[src/rtl/pipe_ctrl_pkg.sv]
// Shared definitions for the pipeline controller: stall-vector encodings,
// multi-cycle FSM state type and the default exception fetch vector.
package pipe_ctrl_pkg;

  // stall bit order: [0]PC [1]IF/ID [2]ID/EX [3]EX/MEM [4]MEM/WB [5]WB
  localparam logic [5:0] STALL_NONE = 6'b000000;
  localparam logic [5:0] STALL_ID   = 6'b000111;
  localparam logic [5:0] STALL_EX   = 6'b001111;

  localparam logic [31:0] EXCP_VECTOR_DEF = 32'h0000_0020;

  typedef enum logic [1:0] {
    MC_IDLE = 2'd0,
    MC_RUN  = 2'd1,
    MC_DONE = 2'd2
  } mc_state_e;

endpackage

[src/rtl/pipe_ctrl.sv]
// Central pipeline controller for the 5-stage core.
//  - Freezes pipeline registers via stall[5:0], flushes them via flush.
//  - Sequences the multi-cycle EX unit (start/cancel handshake, timeout).
//  - Redirects fetch to EXCP_VECTOR on a MEM-stage exception.
// Ports:
//  clk, rst          clock, synchronous active-high reset
//  stallreq_id/ex    single-cycle stall requests from ID / EX
//  ex_mc_req         EX holds a multi-cycle op (level)
//  mc_done           multi-cycle result valid (pulse)
//  mem_excp          MEM-stage exception this cycle
//  stall, flush,     hold vector, flush strobe and redirect target
//  new_pc            (combinational, consumed at the same edge)
//  mc_start/cancel   launch/abort pulses to the multi-cycle unit
//  mc_timeout        sticky timeout error flag
//  stall_cycles      saturating count of cycles with any stall bit set
module pipe_ctrl
  import pipe_ctrl_pkg::*;
#(
  parameter int unsigned  MC_TIMEOUT  = 64,
  parameter logic [31:0]  EXCP_VECTOR = EXCP_VECTOR_DEF,
  parameter int unsigned  CNT_W       = 32
) (
  input  logic             clk,
  input  logic             rst,
  input  logic             stallreq_id,
  input  logic             stallreq_ex,
  input  logic             ex_mc_req,
  input  logic             mc_done,
  input  logic             mem_excp,
  output logic [5:0]       stall,
  output logic             flush,
  output logic [31:0]      new_pc,
  output logic             mc_start,
  output logic             mc_cancel,
  output logic             mc_timeout,
  output logic [CNT_W-1:0] stall_cycles
);

  localparam int unsigned     TMR_W    = $clog2(MC_TIMEOUT);
  localparam logic [TMR_W-1:0] TMR_LAST = TMR_W'(MC_TIMEOUT - 1);

  mc_state_e        state_q, state_d;
  logic [TMR_W-1:0] timer_q, timer_d;
  logic             mc_timeout_q, mc_timeout_d;
  logic [CNT_W-1:0] stall_cycles_q, stall_cycles_d;

  logic             mc_hold;
  logic             start_c;
  logic             cancel_c;

  // Multi-cycle FSM next-state; an exception in MEM overrides done/timeout.
  always_comb begin
    state_d      = state_q;
    timer_d      = timer_q;
    mc_timeout_d = mc_timeout_q;
    mc_hold      = 1'b0;
    start_c      = 1'b0;
    cancel_c     = 1'b0;
    unique case (state_q)
      MC_IDLE: begin
        if (ex_mc_req && !mem_excp) begin
          start_c = 1'b1;
          mc_hold = 1'b1;
          timer_d = '0;
          state_d = MC_RUN;
        end
      end
      MC_RUN: begin
        mc_hold = 1'b1;
        timer_d = timer_q + 1'b1;
        if (mem_excp) begin
          cancel_c = 1'b1;
          state_d  = MC_IDLE;
        end else if (mc_done) begin
          state_d = MC_DONE;
        end else if (timer_q == TMR_LAST) begin
          cancel_c     = 1'b1;
          mc_timeout_d = 1'b1;
          state_d      = MC_IDLE;
        end
      end
      MC_DONE: state_d = MC_IDLE;
      default: state_d = MC_IDLE;
    endcase
  end

  // Pipeline control outputs; all forced low while in reset.
  always_comb begin
    stall     = STALL_NONE;
    flush     = 1'b0;
    new_pc    = '0;
    mc_start  = 1'b0;
    mc_cancel = 1'b0;
    if (!rst) begin
      if (mem_excp) begin
        flush     = 1'b1;
        new_pc    = EXCP_VECTOR;
        mc_cancel = cancel_c;
      end else begin
        mc_start  = start_c;
        mc_cancel = cancel_c;
        if (mc_hold || stallreq_ex) stall = STALL_EX;
        else if (stallreq_id)       stall = STALL_ID;
      end
    end
  end

  always_comb begin
    stall_cycles_d = stall_cycles_q;
    if ((stall != STALL_NONE) && (stall_cycles_q != '1))
      stall_cycles_d = stall_cycles_q + 1'b1;
  end

  always_ff @(posedge clk) begin
    if (rst) begin
      state_q        <= MC_IDLE;
      timer_q        <= '0;
      mc_timeout_q   <= 1'b0;
      stall_cycles_q <= '0;
    end else begin
      state_q        <= state_d;
      timer_q        <= timer_d;
      mc_timeout_q   <= mc_timeout_d;
      stall_cycles_q <= stall_cycles_d;
    end
  end

  assign mc_timeout   = mc_timeout_q;
  assign stall_cycles = stall_cycles_q;

endmodule

[config.mk]
export PLATFORM = sky130hd
export DESIGN_NAME = pipe_ctrl
export DESIGN_NICKNAME = d
export VERILOG_FILES = /design/src/rtl/pipe_ctrl_pkg.sv /design/src/rtl/pipe_ctrl.sv
export SDC_FILE = /design/constraint.sdc
export NUM_CORES = 1
export LEC_CHECK = 0
export ABC_AREA = 1
export BUFFER_PORTS_ARGS = -buffer_cell sky130_fd_sc_hd__clkbuf_2
export CORE_ASPECT_RATIO = 2
export CORE_UTILIZATION = 35
export CTS_BUF_LIST = sky130_fd_sc_hd__clkbuf_16
export DETAILED_ROUTE_END_ITERATION = 7
export PLACE_DENSITY = 0.66
export SLEW_MARGIN = 20
export SYNTH_ARGS = -nofsm -noshare
export SYNTH_HDL_FRONTEND = slang
export SYNTH_SLANG_ARGS = --single-unit
export TNS_END_PERCENT = 50
[constraint.sdc]
create_clock -name clk -period 4.8 [get_ports clk]
set_input_delay 0.96 -clock clk [delete_from_list [all_inputs] [get_ports clk]]
set_output_delay 0.96 -clock clk [all_outputs]
set_load 0.01 [all_outputs]
==> flow_metrics.env <==
export IMPL_status="completed"
export IMPL_synth_fa_ha_area_frac=0.00873
export IMPL_drt_wl_total_um=7250
export IMPL_grt_pass1_wl_um=11700
export IMPL_die_area_mm2=0.00858
export IMPL_grt_max_degree=36
export IMPL_path_class="in2out"
export IMPL_final_nets=506
export IMPL_hp_class="reg2reg"
export IMPL_ios=81
export IMPL_die_width_um=66.0
export IMPL_rows=46
export IMPL_synth_seq_cells=41
export IMPL_period_needed_ps=3410
export IMPL_start_util=0.361
export IMPL_path_max_fanout=35
export IMPL_p_leak_nw=1.25
export IMPL_antenna_found_initial=0
export IMPL_clkTransAtPathRegs_ps=70
export IMPL_numCtsBuffers=5
export IMPL_overflow=0
export IMPL_remaining_drc_errors=0
export IMPL_required_ps=3840
export IMPL_cts_setup_buffers=0
export IMPL_layout_common_cells="nand2_1, nor2_1, clkbuf_2"
export IMPL_fin_crit_sh=0.711
export IMPL_cts_path_max_buffers=2
export IMPL_avgSynthCellArea_um2=6.26
export IMPL_first_pass_iters=4
export IMPL_synth_xor_area_frac=0.0397
export IMPL_synth_top_family_by_area="simple AND/OR/NAND/NOR gates"
export IMPL_routabilityCongestion=0.899
export IMPL_grtUsageTotal=0.181
export IMPL_crit_path_start_kind="primary input"
export IMPL_ys_seq_area_frac=0.286
export IMPL_syn_area_mm2=0.00287
export IMPL_skew_ps=9.24
export IMPL_coreArea_mm2=0.00794
export IMPL_ys_warn_count=0
export IMPL_fill_cells=855
export IMPL_drt_antenna_violating_nets=0
export IMPL_wl_per_cell_um=12.2
export IMPL_hold_buffers=0
export IMPL_layout_drive_gt1_share=0.161
export IMPL_synth_compound_area_frac=0.0812
export IMPL_max_freq_ghz=0.293
export IMPL_post_cts_resize_count=0
export IMPL_clock_sinks=41
export IMPL_dr_total_vias=2819
export IMPL_final_setup_viol_count=0
export IMPL_ir_drop_v=0.000179
export IMPL_worst_setup_path_end_kind="output port"
export IMPL_finalSetupTns_ps=0
export IMPL_cts_tree="done"
export IMPL_seqCellArea_um2=821
export IMPL_rsz0062_at_grt="false"
export IMPL_relSlewSlack=0.469
export IMPL_numPortBuffers=47
export IMPL_die_h_um=130
export IMPL_cts_root_buf="clkbuf_16"
export IMPL_multi_input_area_mm2=0.00167
export IMPL_synthMuxAreaShare=0
export IMPL_syn_to_final_growth_pct=9.69
export IMPL_r2r_slack_ps=2700
export IMPL_grt_pass1_vias=2645
export IMPL_antenna_cells=0
export IMPL_drt_initial_drc_count=125
export IMPL_synthCells=458
export IMPL_final_common_cell="nand2_1"
export IMPL_dp_hpwl_um=5710
export IMPL_worstSkewPairLatency_ps=300
export IMPL_h_tree_depth=2
export IMPL_power_w=0.000749
export IMPL_yosysUniqueCellTypes=30
export IMPL_whs_ps=475
export IMPL_yosys_area_share_simple=0.409
export IMPL_power_density_mw_per_mm2=238
export IMPL_worstPathArrival_ps=2450
export IMPL_vias_per_cell=4.75
export IMPL_hold_viol=0
export IMPL_cap_viol_max_count=0
export IMPL_worstMarginPinSlew_ps=797
export IMPL_final_max_slew_violation_count=0
[metal layers]
layer / track usage / share of wire / vias to the layer above / routed length [um]
met5: 0 / 0 / - / 0
met4: 0.148 / 0.070 / 0 / 506
met3: 0.0332 / 0.054 / 38 / 388
met2: 0.333 / 0.53 / 112 / 3810
met1: 0.166 / 0.35 / 1228 / 2550
li1: - / - / 1441 / -
[synth_stat cells]
cell / number / area (um^2)
clkbuf_1: 4 / 15.0
inv_2: 2 / 7.51
nor2_2: 6 / 37.5
nand2_4: 1 / 11.3
buf_6: 4 / 45.0
nor3_1: 3 / 15.0
a211oi_1: 2 / 15.0
dfxtp_1: 41 / 821
conb_1: 1 / 3.75
nor2_1: 75 / 282
xnor2_1: 4 / 35.0
xor2_1: 9 / 78.8
buf_2: 3 / 15.0
nand2_1: 151 / 567
nand2_8: 1 / 20.0
nand3_1: 18 / 90.1
nor2_4: 5 / 56.3
o21ai_1: 2 / 10.0
nand2_2: 5 / 31.3
buf_4: 36 / 270
o21ai_0: 4 / 20.0
ha_1: 2 / 25.0
a21oi_1: 20 / 100
a21oi_2: 5 / 43.8
a221oi_1: 3 / 26.3
nand4_1: 10 / 62.6
o32ai_1: 1 / 8.76
clkinv_1: 1 / 3.75
inv_1: 38 / 143
a41oi_1: 1 / 8.76
[area by class of cell]
| class | instances | area share |
|---|---|---|
| repair buffers | 47 | 0.0748 |
| clock inverters | 3 | 0.00716 |
| flip-flops and latches | 41 | 0.261 |
| clock buffers | 5 | 0.0398 |
| well taps | 96 | 0.0382 |
| multi-input cells | 361 | 0.530 |
| inverters | 41 | 0.0489 |
[registers in the layout (all words and copies together), names as in the netlist]
| signal | cells |
|---|---|
| stall_cycles | 32 |
| state_q | 2 |
| timer_q | 6 |
| mc_timeout | 1 |
[final timing paths]
kind | end | startpoint | cells after the start
hold reg to reg | timer_q[5]$_SDFFE_PP0P_ | timer_q[5]$_SDFFE_PP0P_ | 1
hold / removal | timer_q[5]$_SDFFE_PP0P_ | timer_q[5]$_SDFFE_PP0P_ | 1
setup / recovery | mc_cancel | rst | 5
setup reg to reg | stall_cycles[29]$_SDFFE_PP0P_ | stall_cycles[0]$_SDFFE_PP0P_ | 10
[worst max-delay path: stages]
cell      delay [ps]
clkbuf_2         600
clkinv_1         460
nand2_1          230
a211oi_1          70
clkbuf_2         130
[report_power, final]
part | total, W | switching, W | internal, W
clock network | 0.000341 | 0.000147 | 0.000194
logic | 0.0000624 | 0.0000492 | 0.0000132
registers | 0.000346 | 0.00000298 | 0.000343
[cell families after synthesis]
kind of cell | count (synthesis)
buffers and inverters | 88
AO/OA/AOI/OAI | 38
flip-flops | 41
adder cells (fa/ha/maj) | 2
other | 1
AND/OR/NAND/NOR | 275
XOR/XNOR | 13
[per-stage QoR]
stage | area, um^2 | utilization | setup slack [ps] | cells
finish | 3150 | 0.396 | 1390 | 594
global placement | 3000 | 0.377 | 1370 | 586
detailed placement | 3000 | 0.377 | 1340 | 586
floorplan | 2990 | - | 1990 | 490
global route | 3150 | 0.396 | 1220 | 594
CTS | 3150 | 0.396 | 1370 | 594
No activity file was read; power rests on OpenSTA's default activity.
